$ cat src/rtl/ds18b20_pkg.sv
// Shared timing constants, 1-Wire command bytes and FSM states for the
// multi-channel DS18B20 reader.
package ds18b20_pkg;

  localparam int T_RST    = 480;
  localparam int T_PRES   = 70;
  localparam int T_SLOT   = 70;
  localparam int T_W0     = 60;
  localparam int T_W1     = 6;
  localparam int T_RD_LOW = 6;
  localparam int T_RD_SMP = 15;

  localparam logic [7:0] CMD_SKIP = 8'hCC;
  localparam logic [7:0] CMD_CONV = 8'h44;
  localparam logic [7:0] CMD_READ = 8'hBE;

  typedef enum logic [2:0] {
    ST_IDLE,
    ST_RST_LOW,
    ST_RST_PRES,
    ST_TX,
    ST_CONV_WAIT,
    ST_RX,
    ST_DONE
  } state_t;

endpackage

$ cat src/rtl/onewire_crc8.sv
// Bit-serial Dallas/Maxim CRC8 (x^8+x^5+x^4+1, reflected 0x8C), LSB first.
module onewire_crc8 (
  input  logic       local_clk,
  input  logic       local_rst,
  input  logic       clr,
  input  logic       en,
  input  logic       bit_in,
  output logic [7:0] crc
);

  logic [7:0] crc_q, crc_d;
  logic       fb;

  always_comb begin
    crc_d = crc_q;
    fb    = crc_q[0] ^ bit_in;
    if (clr) begin
      crc_d = '0;
    end else if (en) begin
      crc_d = (crc_q >> 1) ^ (fb ? 8'h8C : 8'h00);
    end
  end

  always_ff @(posedge local_clk) begin
    if (local_rst) begin
      crc_q <= '0;
    end else begin
      crc_q <= crc_d;
    end
  end

  assign crc = crc_q;

endmodule

$ cat src/rtl/ds18b20_multi_reader.sv
// N-channel DS18B20 reader: one shared 1-Wire timing FSM drives every bus in
// lockstep while each channel keeps its own presence, CRC and temperature.
module ds18b20_multi_reader
  import ds18b20_pkg::*;
#(
  parameter int N_CH    = 4,
  parameter int CLK_HZ  = 50_000_000,
  parameter int CONV_US = 750_000
) (
  input  logic                local_clk,
  input  logic                local_rst,
  input  logic                start,
  output logic                busy,
  output logic [N_CH-1:0]     bus_oe,
  input  logic [N_CH-1:0]     bus_in,
  output logic [N_CH-1:0]     present,
  output logic [N_CH-1:0]     crc_ok,
  output logic [16*N_CH-1:0]  temp,
  output logic                done
);

  localparam int US_DIV  = CLK_HZ / 1_000_000;
  localparam int DIV_W   = (US_DIV > 1) ? $clog2(US_DIV) : 1;
  localparam int CNT_MAX = (CONV_US > T_RST) ? CONV_US : T_RST;
  localparam int CNT_W   = $clog2(CNT_MAX + 1);

  state_t                 state_q, state_d;
  logic                   phase_q, phase_d;
  logic                   byte_q, byte_d;
  logic [6:0]             bit_q, bit_d;
  logic [DIV_W-1:0]       div_q, div_d;
  logic [CNT_W-1:0]       us_q, us_d;
  logic [N_CH-1:0]        sync1_q, sync1_d, sync2_q, sync2_d;
  logic [N_CH-1:0]        pres_q, pres_d;
  logic [N_CH-1:0][15:0]  sr_q, sr_d;
  logic [N_CH-1:0]        present_q, present_d;
  logic [N_CH-1:0]        crc_ok_q, crc_ok_d;
  logic [N_CH-1:0][15:0]  temp_q, temp_d;
  logic                   oe_q, oe_d;
  logic                   crc_clr, crc_en;
  logic [7:0]             crc_w [N_CH];
  logic                   us_tick, slot_end;
  logic [7:0]             cmd_byte;

  assign us_tick = (div_q == DIV_W'(US_DIV - 1));

  always_comb begin
    state_d   = state_q;
    phase_d   = phase_q;
    byte_d    = byte_q;
    bit_d     = bit_q;
    div_d     = us_tick ? '0 : div_q + 1'b1;
    us_d      = us_tick ? us_q + 1'b1 : us_q;
    sync1_d   = bus_in;
    sync2_d   = sync1_q;
    pres_d    = pres_q;
    sr_d      = sr_q;
    present_d = present_q;
    crc_ok_d  = crc_ok_q;
    temp_d    = temp_q;
    oe_d      = 1'b0;
    crc_clr   = 1'b0;
    crc_en    = 1'b0;
    slot_end  = us_tick && (us_q == CNT_W'(T_SLOT - 1));
    cmd_byte  = phase_q ? (byte_q ? CMD_READ : CMD_SKIP)
                        : (byte_q ? CMD_CONV : CMD_SKIP);

    case (state_q)
      ST_IDLE: begin
        div_d = '0;
        us_d  = '0;
        if (start) begin
          state_d = ST_RST_LOW;
          phase_d = 1'b0;
          byte_d  = 1'b0;
          bit_d   = '0;
        end
      end
      ST_RST_LOW: begin
        oe_d = 1'b1;
        if (us_tick && us_q == CNT_W'(T_RST - 1)) begin
          state_d = ST_RST_PRES;
          us_d    = '0;
        end
      end
      ST_RST_PRES: begin
        if (us_tick && us_q == CNT_W'(T_PRES - 1)) begin
          pres_d = ~sync2_q;
        end
        if (us_tick && us_q == CNT_W'(T_RST - 1)) begin
          state_d = ST_TX;
          us_d    = '0;
          byte_d  = 1'b0;
          bit_d   = '0;
        end
      end
      ST_TX: begin
        oe_d = us_q < (cmd_byte[bit_q[2:0]] ? CNT_W'(T_W1) : CNT_W'(T_W0));
        if (slot_end) begin
          us_d = '0;
          if (bit_q == 7'd7) begin
            bit_d = '0;
            if (!byte_q) begin
              byte_d = 1'b1;
            end else if (phase_q) begin
              state_d = ST_RX;
              crc_clr = 1'b1;
              sr_d    = '0;
            end else begin
              state_d = ST_CONV_WAIT;
            end
          end else begin
            bit_d = bit_q + 7'd1;
          end
        end
      end
      ST_CONV_WAIT: begin
        if (us_tick && us_q == CNT_W'(CONV_US - 1)) begin
          state_d = ST_RST_LOW;
          phase_d = 1'b1;
          us_d    = '0;
        end
      end
      ST_RX: begin
        oe_d = us_q < CNT_W'(T_RD_LOW);
        if (us_tick && us_q == CNT_W'(T_RD_SMP - 1)) begin
          crc_en = 1'b1;
          if (bit_q < 7'd16) begin
            for (int k = 0; k < N_CH; k++) begin
              sr_d[k] = {sync2_q[k], sr_q[k][15:1]};
            end
          end
        end
        if (slot_end) begin
          us_d = '0;
          if (bit_q == 7'd71) begin
            state_d = ST_DONE;
            // Results land on the same edge that enters DONE so they are valid with done.
            for (int k = 0; k < N_CH; k++) begin
              present_d[k] = pres_q[k];
              crc_ok_d[k]  = pres_q[k] && (crc_w[k] == 8'h00);
              if (pres_q[k] && (crc_w[k] == 8'h00)) begin
                temp_d[k] = sr_q[k];
              end
            end
          end else begin
            bit_d = bit_q + 7'd1;
          end
        end
      end
      ST_DONE: begin
        state_d = ST_IDLE;
      end
      default: begin
        state_d = ST_IDLE;
      end
    endcase
  end

  always_ff @(posedge local_clk) begin
    if (local_rst) begin
      state_q   <= ST_IDLE;
      phase_q   <= 1'b0;
      byte_q    <= 1'b0;
      bit_q     <= '0;
      div_q     <= '0;
      us_q      <= '0;
      sync1_q   <= '0;
      sync2_q   <= '0;
      pres_q    <= '0;
      sr_q      <= '0;
      present_q <= '0;
      crc_ok_q  <= '0;
      temp_q    <= '0;
      oe_q      <= 1'b0;
    end else begin
      state_q   <= state_d;
      phase_q   <= phase_d;
      byte_q    <= byte_d;
      bit_q     <= bit_d;
      div_q     <= div_d;
      us_q      <= us_d;
      sync1_q   <= sync1_d;
      sync2_q   <= sync2_d;
      pres_q    <= pres_d;
      sr_q      <= sr_d;
      present_q <= present_d;
      crc_ok_q  <= crc_ok_d;
      temp_q    <= temp_d;
      oe_q      <= oe_d;
    end
  end

  for (genvar k = 0; k < N_CH; k++) begin : g_ch
    onewire_crc8 u_crc (
      .local_clk (local_clk),
      .local_rst (local_rst),
      .clr       (crc_clr),
      .en        (crc_en),
      .bit_in    (sync2_q[k]),
      .crc       (crc_w[k])
    );
    assign temp[16*k +: 16] = temp_q[k];
  end

  assign bus_oe  = {N_CH{oe_q}};
  assign present = present_q;
  assign crc_ok  = crc_ok_q;
  assign busy    = (state_q != ST_IDLE) && (state_q != ST_DONE);
  assign done    = (state_q == ST_DONE);

endmodule

$ cat config.mk
export PLATFORM = sky130hd
export DESIGN_NAME = ds18b20_multi_reader
export DESIGN_NICKNAME = d
export VERILOG_FILES = /design/src/rtl/ds18b20_pkg.sv /design/src/rtl/onewire_crc8.sv /design/src/rtl/ds18b20_multi_reader.sv
export SDC_FILE = /design/constraint.sdc
export NUM_CORES = 1
export LEC_CHECK = 0
export CAP_MARGIN = 20
export CORE_MARGIN = 2
export CORE_UTILIZATION = 45
export DETAILED_ROUTE_END_ITERATION = 10
export MAX_ROUTING_LAYER = met4
export PLACE_DENSITY = 0.65
export SYNTH_ARGS = -nofsm -noshare
export SYNTH_HDL_FRONTEND = slang
export SYNTH_HIERARCHICAL = 1
export SYNTH_SLANG_ARGS = --single-unit
$ cat constraint.sdc
create_clock -name local_clk -period 7.6 [get_ports local_clk]
set_input_delay 0.76 -clock local_clk [delete_from_list [all_inputs] [get_ports local_clk]]
set_output_delay 0.76 -clock local_clk [all_outputs]
set_load 0.01 [all_outputs]
### Word-level counts from Yosys, hierarchy flattened

Index checks and enable logic that the tools add are counted.

| cells by class | value |
|---|---|
| $add $sub $neg | 3 |
| magnitude comparators | 4 |
| equality and inequality tests | 27 |
| multiplexer cells | 55 |
| bitwise operators | 9 |
| reductions and logical operators | 34 |

Operators with widths:

| kind | count |
|---|---|
| $mux W64 | 6 |
| $pmux W64 S2 | 1 |
| $mux W20 | 4 |
| $pmux W20 S4 | 1 |
| $mux W7 | 7 |
| $mux W8 | 6 |
| $logic_not A8 Y1 | 4 |
| $xor A7 B8 Y8 | 4 |
| $pmux W7 S4 | 1 |
| $mux W3 | 9 |
| $ne A2 B2 Y1 const B | 13 |
| $add A20 B1 Y20 const B | 1 |
| $eq A20 B20 Y1 const B | 1 |
| $eq A20 B4 Y1 const B | 1 |
| $eq A20 B7 Y1 const B | 1 |
| $eq A20 B9 Y1 const B | 1 |
| $lt A20 B3 Y1 const B | 1 |
| $lt A20 B6 Y1 | 1 |
| $pmux W3 S6 | 1 |
| $reduce_and A4 Y1 | 4 |
| $mux W1 | 14 |
| $eq A3 B3 Y1 const B | 3 |
| $logic_and A1 B1 Y1 | 9 |
| $reduce_and A9 Y1 | 1 |
| other kinds (27) | 37 |

| word-level totals | value |
|---|---|
| register bits after elaboration | 219 |

### Longest topological paths before layout

| depth | value |
|---|---|
| depth after elaboration | 7 |
| gate-level depth with buffers | 11 |
| gate-level depth less buffers | 8 |

### By module

Netlist, hierarchy kept.

Modules (own cells, without submodules):

| module | times used | cells an instance | area each (um2) | seq. area each (um2) |
|---|---|---|---|---|
| ds18b20_multi_reader | 1 | 803 | 7,584.8 | 3,743.6 |
| onewire_crc8 | 4 | 34 | 344.1 | 160.2 |

### Worst setup path after synthesis

OpenSTA, ideal clock, no wires.

| timing path | value |
|---|---|
| path type | reg-to-reg |
| from | register us_q[5] |
| to | register g_ch[0].u_crc.crc_q[0] |
| data arrival time | 3.007 ns |
| setup slack | 4.479 ns |
| cell stages (with the launch flop) | 8 |
| buffers on the path | 2 |
| path through | dfxtp_1 > clkbuf_1 > nor4_1 > nand3_1 > nor3_1 > buf_6 > mux2i_1 > nor2_1 |

RTL lines:

| what | line | text |
|---|---|---|
| start: declaration | ds18b20_multi_reader.sv:32 | `logic [CNT_W-1:0] us_q, us_d;` |
| start signal: assignment | ds18b20_multi_reader.sv:182 | `us_q <= us_d;` |
| $eq A20 B4 Y1 | ds18b20_multi_reader.sv:126 | `if (us_tick && us_q == CNT_W'(T_RD_SMP - 1)) begin` |
| $logic_and A1 B1 Y1 | ds18b20_multi_reader.sv:126 |  |
| $mux W1 | ds18b20_multi_reader.sv:126 |  |
| $mux W1 | ds18b20_multi_reader.sv:68 | `case (state_q)` |
| via crc_en | ds18b20_multi_reader.sv:40 | `logic crc_clr, crc_en;` |
| end signal: assignment | onewire_crc8.sv:28 | `crc_q <= crc_d;` |
| end: declaration | onewire_crc8.sv:11 | `logic [7:0] crc_q, crc_d;` |

The timed path passes the listed nets, and every way through them passes these cells.
A chain may end at the register's enable or synchronous reset.

### Worst setup path after layout

| timing path | value |
|---|---|
| from | register bit_q[0] |
| to | register temp_q (netlist bit temp[3]) |

| between the ends | value |
|---|---|
| cells in the longest elaborated chain, start to end | 2 |

Ends and longest elaborated chain:

| what | line | text |
|---|---|---|
| start: declaration | ds18b20_multi_reader.sv:30 | `logic [6:0] bit_q, bit_d;` |
| start signal: assignment | ds18b20_multi_reader.sv:180 | `bit_q <= bit_d;` |
| $eq A7 B7 Y1 | ds18b20_multi_reader.sv:136 | `if (bit_q == 7'd71) begin` |
| $reduce_and A4 Y1 (no line) | -- |  |
| end signal: assignment | ds18b20_multi_reader.sv:189 | `temp_q <= temp_d;` |
| end: declaration | ds18b20_multi_reader.sv:38 | `logic [N_CH-1:0][15:0] temp_q, temp_d;` |

Every way passes these cells.

==> impl_results.md <==
- Status: complete, no violations
- Antenna violations before repair: 0
- Hold Crit Start: sync1_q[2]
- Num CTS Buffers: 23
- Via count: roughly 6700
- Worst EP arrival: between 3 and 4 ns
- Mapped Cells: ~940
- Clock transition at the registers of the reported paths: around 0.060 ns
- Longest Clk Path Bufs: 3
- Post-Syn Nets: between 900 and 1000
- Final period util: between 40 and 50%
- CP endpoint kind: flop
- Initial core utilization: between 40 and 50%
- RePlAce Congestion: between 0.8 and 0.9
- Fmax: 292 MHz
- DRC: 0
- Core Area: about 20000 sq um
- Placed Cells incl. Taps: 1232
- Count of cell types in the netlist: 66
- Hold Crit Class: flop to flop
- Total power: around 0.0023 W
- Startpoint type of the worst setup path: flop
- Post-CTS Setup Inserts: 0
- Post-synthesis async set-or-reset flop share: 0%
- Max VDD drop: 157 uV
- Area growth from synthesis to layout: 17.8%
- Fin crit period: approximately 3.4 ns
- Final hold vios: 0
- Setup CP Type: flop to flop
- Register share of total power: about half
- Setup tns final: 0 ns
- First-pass GRT wire length: just over 30000 microns
- Level count of the clock H-tree: 1
- Hpwl dp: roughly 12000 microns
- Final Max Slew Viols: 0
- Psw: around 0.00046 W
- Seq/Total Area, Yosys: roughly half
- # IOs: 85
- Largest net degree at the start of global routing: ~100
- Routed length per instance: 14.4 microns
- CTS tree: built
- CTS sink cnt: ~220
- Seq cells post-synth: ~220
- Non-filler instance count after layout: 1270
- Row count: 51
- Setup crit start: bit_q[0]
- DR vias/cell: between 5 and 6
- Post-synth EDFFs: 0
- Antenna-violating nets left: 0
- Die height: around 150 microns
- Cell Area, Placed: ~9800 sq um
- Clock root buffer: clkbuf_16
- Number of diodes: 0
- Final setup fails: 0
- Total Routing Usage GR: approximately 18%
- Port bufs: 84
- Unrepaired setup endpoints after global routing: false
- DRT iter0 DRCs: roughly 450
- Die Footprint: between 20000 and 25000 sq um
- Final hold slack: 0.426 ns
- Final nets: just over 1000
- CTS Hold Buffers Added: 0
- Clock power share: between 40% and 50%
- Clk_lat worst skew: approximately 0.50 ns
- Pleak: approximately 3.6 nW
- Synth Flop Type: dfxtp_1
- Design area: around 11000 sq um
- Net Sw Frac: 20.2%
- Slew headroom: between 30 and 40%
- Maxcap violations: 0
- Syn. warnings: 6
- Internal: between 0.0015 and 0.002 W
- Crit path max fanout: 17
- Total Routed Length: about 18000 microns
- Fill cell count: 1800
- Cts repair resizes: 0
- Die X: about 150 microns
- Critical Path RT: approximately 8 ns
- Syn Std Cell Area: 8960 sq um
- Fraction of layout instances using a drive strength above 1: between 6 and 7%
- Worst r2r src: bit_q[0]
- Syn_area_per_cell: 9.54 sq um
- Overflow after GRT: 0
- Drt pass-1 iters: 5
- Least-Margin Pin Slew: a little under 1 ns
- Combinational Power Share: between 1.5 and 2%
- Cell Pwr Density: between 200 and 250 nW/um^2
- Clock skew: around 0.0095 ns
- Vias in the first global route: between 6000 and 7000
## kinds of logic (layout without fill, tap and decap cells)
logic type / Yosys count / count (layout) / share of synthesized area, %
flops: 219 / 219 / 48.9
compound gates: 124 / 124 / 10.1
fa+ha+maj: 9 / 9 / 1.26
xor+xnor: 31 / 31 / 3.03
buf+inv: 77 / 143 / 4.87
simple gates: 390 / 390 / 21.9
mux: 89 / 89 / 9.94
## power by group through the flow
| stage | logic (W) | registers [W] | clock network [W] |
|---|---|---|---|
| final | 0.0000403 | 0.00116 | 0.00109 |
| after global routing | 0.0000450 | 0.00116 | 0.00116 |
| after CTS | 0.0000406 | 0.00116 | 0.00112 |
| after detailed placement | 0.0000405 | 0.00118 | 0 |
| after global placement | 0.0000412 | 0.00118 | 0 |
| after floorplan | 0.0000327 | 0.00118 | 0 |
## Yosys cell counts (4+ instances only)
cell type  number  area share (%)
nor2_1        220             9.2
or2_0           4            0.28
nand4_1        21             1.5
or3_1           7            0.49
xor2_1         16             1.6
nor3_1         11            0.61
o21ai_0         9            0.50
buf_2           8            0.45
nand3_1        23             1.3
xnor2_1        15             1.5
nor4_1         11            0.77
a22oi_1        64             5.4
nor2b_1        10            0.70
ha_1            9             1.3
inv_1          15            0.63
o31ai_1         5            0.42
a211oi_2        4            0.56
buf_6           7            0.88
dfxtp_1       219              49
nand2_1        20            0.84
clkbuf_1       36             1.5
or2_2           4            0.28
mux2i_1        89             9.9
and3_1          5            0.35
buf_4           6            0.50
a21oi_1        21             1.2
o32ai_1         4            0.39
nand3b_1        8            0.67
nand4b_1       14             1.4
## per-layer routing
layer	vias up	part of all wire, %	GRT usage, %
li1	3390	-	-
met1	3161	51	25.5
met2	135	43	25.9
met3	33	4.0	2.30
met4	0	2.6	5.15
met5	-	0	-
## final timing paths
check,endpoint,slack [ns],cells past startpoint
max,temp[3],4.18,7
min,sync2_q[2],0.43,1
max reg2reg,temp[3],4.18,7
min reg2reg,sync2_q[2],0.43,1
## placed cells by master (no fill, tap or decap), drive strengths merged, types with 3 or more instances in the layout
cell type	Yosys	layout
nor2b	10	10
nand2	20	20
or3	8	8
a22oi	64	64
nor4	14	14
mux2i	89	89
o31ai	6	6
and3	8	8
nand3b	8	8
nor2	224	224
clkinv	0	3
nor3	11	11
xor2	16	16
or2	8	8
a21oi	22	22
nand4	23	23
ha	9	9
dfxtp	219	219
nand4b	14	14
inv	15	16
clkdlybuf4s50	0	83
and2	3	3
o21ai	10	10
xnor2	15	15
buf	23	7
nand3	23	23
clkbuf	39	32
a211oi	5	5
or4	4	4
o32ai	4	4
nand2b	3	3
## flip-flops by register name (all words and copies together) (netlist names)
register        count
oe_q                1
phase_q             1
bit_q               7
state_q             3
us_q               20
pres_q              4
sr_q               64
div_q               6
sync2_q             4
g_ch.u_crc/crc     32
byte_q              1
temp               64
present             4
sync1_q             4
crc_ok              4
## per-stage QoR
step           worst slack (ns)  utilization, %
2_1_floorplan              4.48               -
4_1_cts                    4.15            54.1
3_5_place_dp               4.16            50.3
6_report                   4.18            54.1
3_3_place_gp               4.30            50.3
5_1_grt                    3.89            54.1
## worst max-delay path, stage by stage (launching register included)
cell and delay (ns):
dfxtp_1 0.42, ha_1 0.25, nor4bb_1 0.43, and3_2 0.28, or4b_1 0.89, nor2_4 0.69
mux2i_1 0.25, nor2_1 0.06
## cell type report
type | instances | area (sq um) | share of cell area (%)
Sequential cell | 219 | 4380 | 41.5
Multi-Input combinational cell | 643 | 4170 | 39.5
Timing Repair Buffer | 90 | 887 | 8.40
Clock buffer | 32 | 649 | 6.15
Tap cell | 265 | 332 | 3.14
Clock inverter | 6 | 83.8 | 0.794
Inverter | 15 | 56.3 | 0.533
(Power assumes the default switching activity.)
